===== src/rtl/demux7_scanner.sv =====
// Scans a remote 7:1 mux by stepping its select and demultiplexing the read-back bit into a 7-bit word.
// Optional free-running mode: define DEMUX7_SCANNER_CONTINUOUS_EN to rescan forever after the first start.
module demux7_scanner #(
  parameter int HOLD = 1
) (
  input  logic       clock,
  input  logic       resetn,
  input  logic       start,
  input  logic       din,
  output logic [2:0] sel,
  output logic [6:0] out,
  output logic       valid,
  output logic       busy
);

  localparam int CW = (HOLD > 1) ? $clog2(HOLD) : 1;

  typedef enum logic {IDLE, SCAN} state_t;

  state_t        state_reg;
  logic [CW-1:0] hold_reg;
  logic [6:0]    shadow_reg;
  logic [6:0]    captured;

  // Shadow word with the bit currently being read folded in.
  always_comb begin
    captured = shadow_reg;
    captured[sel] = din;
  end

  always_ff @(posedge clock or negedge resetn) begin
    if (!resetn) begin
      state_reg  <= IDLE;
      hold_reg   <= '0;
      shadow_reg <= '0;
      sel        <= 3'd0;
      out        <= 7'd0;
      valid      <= 1'b0;
      busy       <= 1'b0;
    end else begin
      valid <= 1'b0;
      case (state_reg)
        IDLE: begin
          sel  <= 3'd0;
          busy <= 1'b0;
          if (start) begin
            state_reg <= SCAN;
            hold_reg  <= '0;
            busy      <= 1'b1;
          end
        end
        SCAN: begin
          if (int'(hold_reg) < HOLD - 1) begin
            hold_reg <= hold_reg + 1'b1;
          end else begin
            hold_reg   <= '0;
            shadow_reg <= captured;
            if (sel < 3'd6) begin
              sel <= sel + 3'd1;
            end else begin
              // Whole word lands on out in one edge; partial scans stay hidden.
              out   <= captured;
              valid <= 1'b1;
              sel   <= 3'd0;
`ifndef DEMUX7_SCANNER_CONTINUOUS_EN
              state_reg <= IDLE;
              busy      <= 1'b0;
`endif
            end
          end
        end
        default: state_reg <= IDLE;
      endcase
    end
  end

endmodule

===== config.mk =====
export PLATFORM = sky130hd
export DESIGN_NAME = demux7_scanner
export DESIGN_NICKNAME = d
export VERILOG_FILES = /design/src/rtl/demux7_scanner.sv
export SDC_FILE = /design/constraint.sdc
export NUM_CORES = 1
export LEC_CHECK = 0
export ABC_CLOCK_PERIOD_IN_PS = 1900
export CAP_MARGIN = 15
export CORE_UTILIZATION = 50
export CTS_CLUSTER_DIAMETER = 60
export DETAILED_ROUTE_END_ITERATION = 8
export GPL_ROUTABILITY_DRIVEN = 0
export HOLD_SLACK_MARGIN = 0.03
export PLACE_DENSITY = 0.74
export SLEW_MARGIN = 20
export SYNTH_ARGS = -nofsm -noshare
export SYNTH_HDL_FRONTEND = slang
export SYNTH_SLANG_ARGS = --single-unit

===== constraint.sdc =====
create_clock -name clock -period 1.9 [get_ports clock]
set_input_delay 0.57 -clock clock [delete_from_list [all_inputs] [get_ports clock]]
set_output_delay 0.57 -clock clock [all_outputs]
set_load 0.005 [all_outputs]

* Yosys cells after proc, flatten, opt, wreduce, memory -nomap -nowiden *
Index checks and enable logic that the tools add are counted.

word-level totals
  register bits = 20
  output and inout bits = 12

operators by class
  $add $sub $neg = 1
  $lt $le $gt $ge = 3
  equal/unequal tests = 1
  muxes and demuxes = 12
  bitwise gates (word level) = 2
  reduce and logical (&&, ||, !) cells = 2

operators with widths
  kind                                                                                  count
  7-bit bitwise mux                                                                     1
  1-bit two-way mux                                                                     6
  3-bit one-hot mux with 2 select lines                                                 1
  3-bit by 4-bit less-than comparator with 1-bit output (second input constant)         1
  1-bit one-hot mux with 2 select lines                                                 2
  3-bit by 1-bit adder with 3-bit output (second input constant)                        1
  1-bit demux with 3-bit select                                                         1
  3-bit by 1-bit greater-or-equal comparator with 1-bit output (second input constant)  1
  3-bit less-than comparator (second input constant)                                    1
  3-bit two-way mux                                                                     1
  2-bit != test (second input constant)                                                 1
  1-bit inverter                                                                        2
  2-bit AND reduction                                                                   1
  1-bit logical AND                                                                     1

* Longest topological paths before layout *
Gate-level depths: netlist (run 1).

  depth in word-level cells = 5
  gate-level depth with buffers = 3

* Worst setup path before layout (run 1) *
Ideal clock, no wire load.

  path type = reg-to-reg
  start = register sel[0]
  end = register shadow_reg[0]
  arrival time = 1131 ps
  data required time = 1775 ps
  setup slack = 644 ps
  stages on the path, launching flop included = 4
  buffers on the path = 1
  clock period less this slack = 1256 ps
  path through = dfrtp_1 buf_6 nor4b_4 mux2_2

between the ends
  longest elaborated chain between the ends = 5
  elaborated cells on any way between the ends = 6
  those cells by class = order compare: 2; mux: 3; reduce/logical: 1

ends and longest elaborated chain
  what                                                                                                                                                         line  source
  start, declared                                                                                                                                              10    output logic [2:0] sel,
  start signal, assigned                                                                                                                                       59    sel <= sel + 3'd1;
  3-bit by 4-bit less-than comparator with 1-bit output (implied by the code) or 3-bit by 1-bit greater-or-equal comparator with 1-bit output (tied branches)  28    captured[sel] = din;
  1-bit logical AND (implied by the code)                                                                                                                      28
  1-bit two-way mux (implied by the code)                                                                                                                      28
  1-bit demux with 3-bit select (*)                                                                                                                            28
  7-bit bitwise mux (*)                                                                                                                                        28
  end signal, assigned                                                                                                                                         57    shadow_reg <= captured;
  end, declared                                                                                                                                                22    logic [6:0] shadow_reg;

Mark *: on every way between the ends. The rest lies on a longest branch, timed or not.
A chain may end at the register's enable or synchronous reset.

* Worst setup path after layout (run 1) *
  start = register sel[0]
  end = output sel[0]

No word-level cell between the ends.

==> results of run 1 <==
through the flow:
| step | worst slack, ps | hold WS [ps] |
|---|---|---|
| 2_1_floorplan | 644.2 | 274.4 |
| 3_3_place_gp | 279.1 | 486.5 |
| 3_5_place_dp | 259.2 | 492.9 |
| 4_1_cts | 167.4 | 516.4 |
| 5_1_grt | 124.8 | 531.9 |
| 6_report | 177.3 | 511.7 |
cells by family after synthesis:
| kind of cell | count (synthesis) |
|---|---|
| adders and majority gates | 1 |
| AOI/OAI and AO/OA | 3 |
| buffers and inverters | 6 |
| DFF | 20 |
| muxes | 15 |
| and+or+nand+nor | 14 |
cell type report:
class	count	share of cell area, %
clock buffer	3	2.036
multi-input combinational	33	32.24
sequential	20	45.25
inverter	2	0.6787
tap	25	2.828
timing repair buffer	20	16.97
synthesized netlist by cell type (2+ instances only):
master,n,area (um^2)
inv_1,2,7.510
dfrtp_1,20,500.5
mux2_2,12,135.1
buf_6,3,33.78
mux2_4,3,45.04
nand4b_1,3,26.28
and4bb_1,3,37.54
worst min-delay path by stage:
stage           start      to  cells after the start
3_3_place_gp   out[1]  out[1]                      1
2_1_floorplan  resetn    busy                      0
4_1_cts        out[3]  out[3]                      1
6_report       out[1]  out[1]                      1
5_1_grt        out[6]  out[6]                      1
3_5_place_dp   out[3]  out[3]                      1
power breakdown:
group	internal (mW)	switching, mW	leakage, nW
Sequential	0.631	0.118	0.240
Combinational	0.550	0.292	0.235
Clock	0.0737	0.115	0.0138
metal layers:
| layer | vias to the layer above | wire (um) |
|---|---|---|
| li1 | 254 | - |
| met1 | 257 | 624 |
| met2 | 13 | 675 |
| met3 | 2 | 65 |
| met4 | 0 | 11 |
| met5 | - | 0 |
==> summary.txt, run 1 <==
Vias in the first global route: 519
Placed Cells: 100
Tmin final: 1723 ps
Post-synth ARST share: 100.0%
Post-synthesis compound-gate area fraction: 2.348%
Simple-Gate Fraction of Synth Area: 15.75%
Syn-to-layout area delta: 22.10%
Post-synthesis adder-cell area fraction: 1.381%
Num rows: 15
DR vias/cell: 5.107
Slew HR: 74.82%
Setup TNS: 0 ps
Worst Setup Start Kind: flop
Largest delay share family, worst path: buffers and inverters
Total of max-cap violations: 0
Register-to-register setup slack: 540 ps
Post-route cell area: 1106 um^2
Commonest non-fill, non-tap cell in the layout: dfrtp_1
Cell Area, Placed: 1084 um^2
Post-DR wirelength/cell: 13.37 um
Crit path buf inv count: 1
Worst-path fanout max: 2
Syn Inst Count: 59
Post-synthesis sequential area ratio: 55.25%
Post-Synth XOR/XNOR Area: 0%
Worst setup path startpoint: sel[0]
WP depth: 1
Max-slew violation count: 0
Post-Synthesis Net Count: 64
CTS Buf Count: 3
First DRT Iteration DRCs: 4
Die height: 44.57 um
Worst vdd ir: 0.0008885 V
Multiplexer share of the synthesized area: 19.89%
Post-synth EDFFs: 0
Reg area: 500.5 um^2
Root Driver: clkbuf_4
Reg-to-reg endpoint: sel[2]
Diodes inserted: 0
Pin count of the biggest net entering global routing: 21
Starting Density: 53.04%
Post-CTS resize count: 0
Clock-pin slew on the worst setup and hold paths: 100 ps
Area of the multi-input gates: 356.6 um^2
FF-to-FF Start: sel[0]
Main synth FF type: dfrtp_1
Hold_buf cts: 0
All-layer global routing usage: 16.32%
First-pass GRT wire length: 2290 um
Largest family of logic cells by synthesized area: multiplexers
Met1 GRT Util: 20.64%
Critical-path top delay cell: clkdlybuf4s50_1
Final hold vios: 0
WL final: 1377 um
Final setup vio count: 0
1st-pass router iterations: 2
Port Buffers: 15
Clock sinks: 20
H-tree levels: 1
Setup repair bufs after CTS: 0
Post-DRT Antenna Nets: 0
Warnings, synthesis: 0
Most frequent cells in the layout: 20 x dfrtp_1, 15 x clkdlybuf4s50_1, 12 x mux2_2
Worst slew pin tran: 377.7 ps
Filler cells: 130
Layout Nets: 85
Max stage delay on crit path: 500 ps
Layer with the highest usage: met2
Die Footprint: 1986 um^2
# IOs: 16
Post-layout power: 1.780 mW
Crit end category: output pin
Routed vias: 526
Share of layout cells above drive strength 1: 32.05%
Power Density: 1609 nW/um^2
Part of the cycle the worst path needs: 90.67%
Syn Area/Cell: 15.35 um^2
Final cell count without fillers: 103
Crit Path Category: reg2out
CTS tree: built
M3 GR Usage: 4.082%
RSZ-0062 raised after global routing: false
Initial antenna violation count: 0
Clk_skew: 1.230 ps
DRC violations left: 0
Outcome: finished clean
Worst Hold Class: reg2reg
Yosys cell types: 20
Gr ovfl total: 0
R2R depth: 4
Lkg Pwr: 0.4890 nW
Crit path DAT: 1150 ps
Met2 usage: 27.35%
#FFs+latches synth: 20
CORE AREA: 1708 um^2
DPL Wire Length: 997.3 um
Max Root-Sink Buffers: 2
Clock latency on the worst-skew pair: 290 ps
Die X: 44.57 um
Setup crit end: sel[0]
Cell-by-cell listing of the critical path: clkdlybuf4s50_1
Post-synthesis instance area: 905.9 um^2
Finished Core Util: 64.76%
Worst Path Required: 1330 ps
F_max: 0.5805 GHz
(Power assumes the default switching activity.)
==> run 2, diff against run 1 <==
Settings changed: SKIP_LAST_GASP set to 1.
==> results of run 2 <==
Same layout as run 1: the final DEF is identical, and so are final timing and power.
==> run 3, diff against run 2 <==
Settings changed: SLEW_MARGIN 20 to unset.
==> results of run 3 <==
Same layout as run 1: the final DEF is identical, and so are final timing and power.
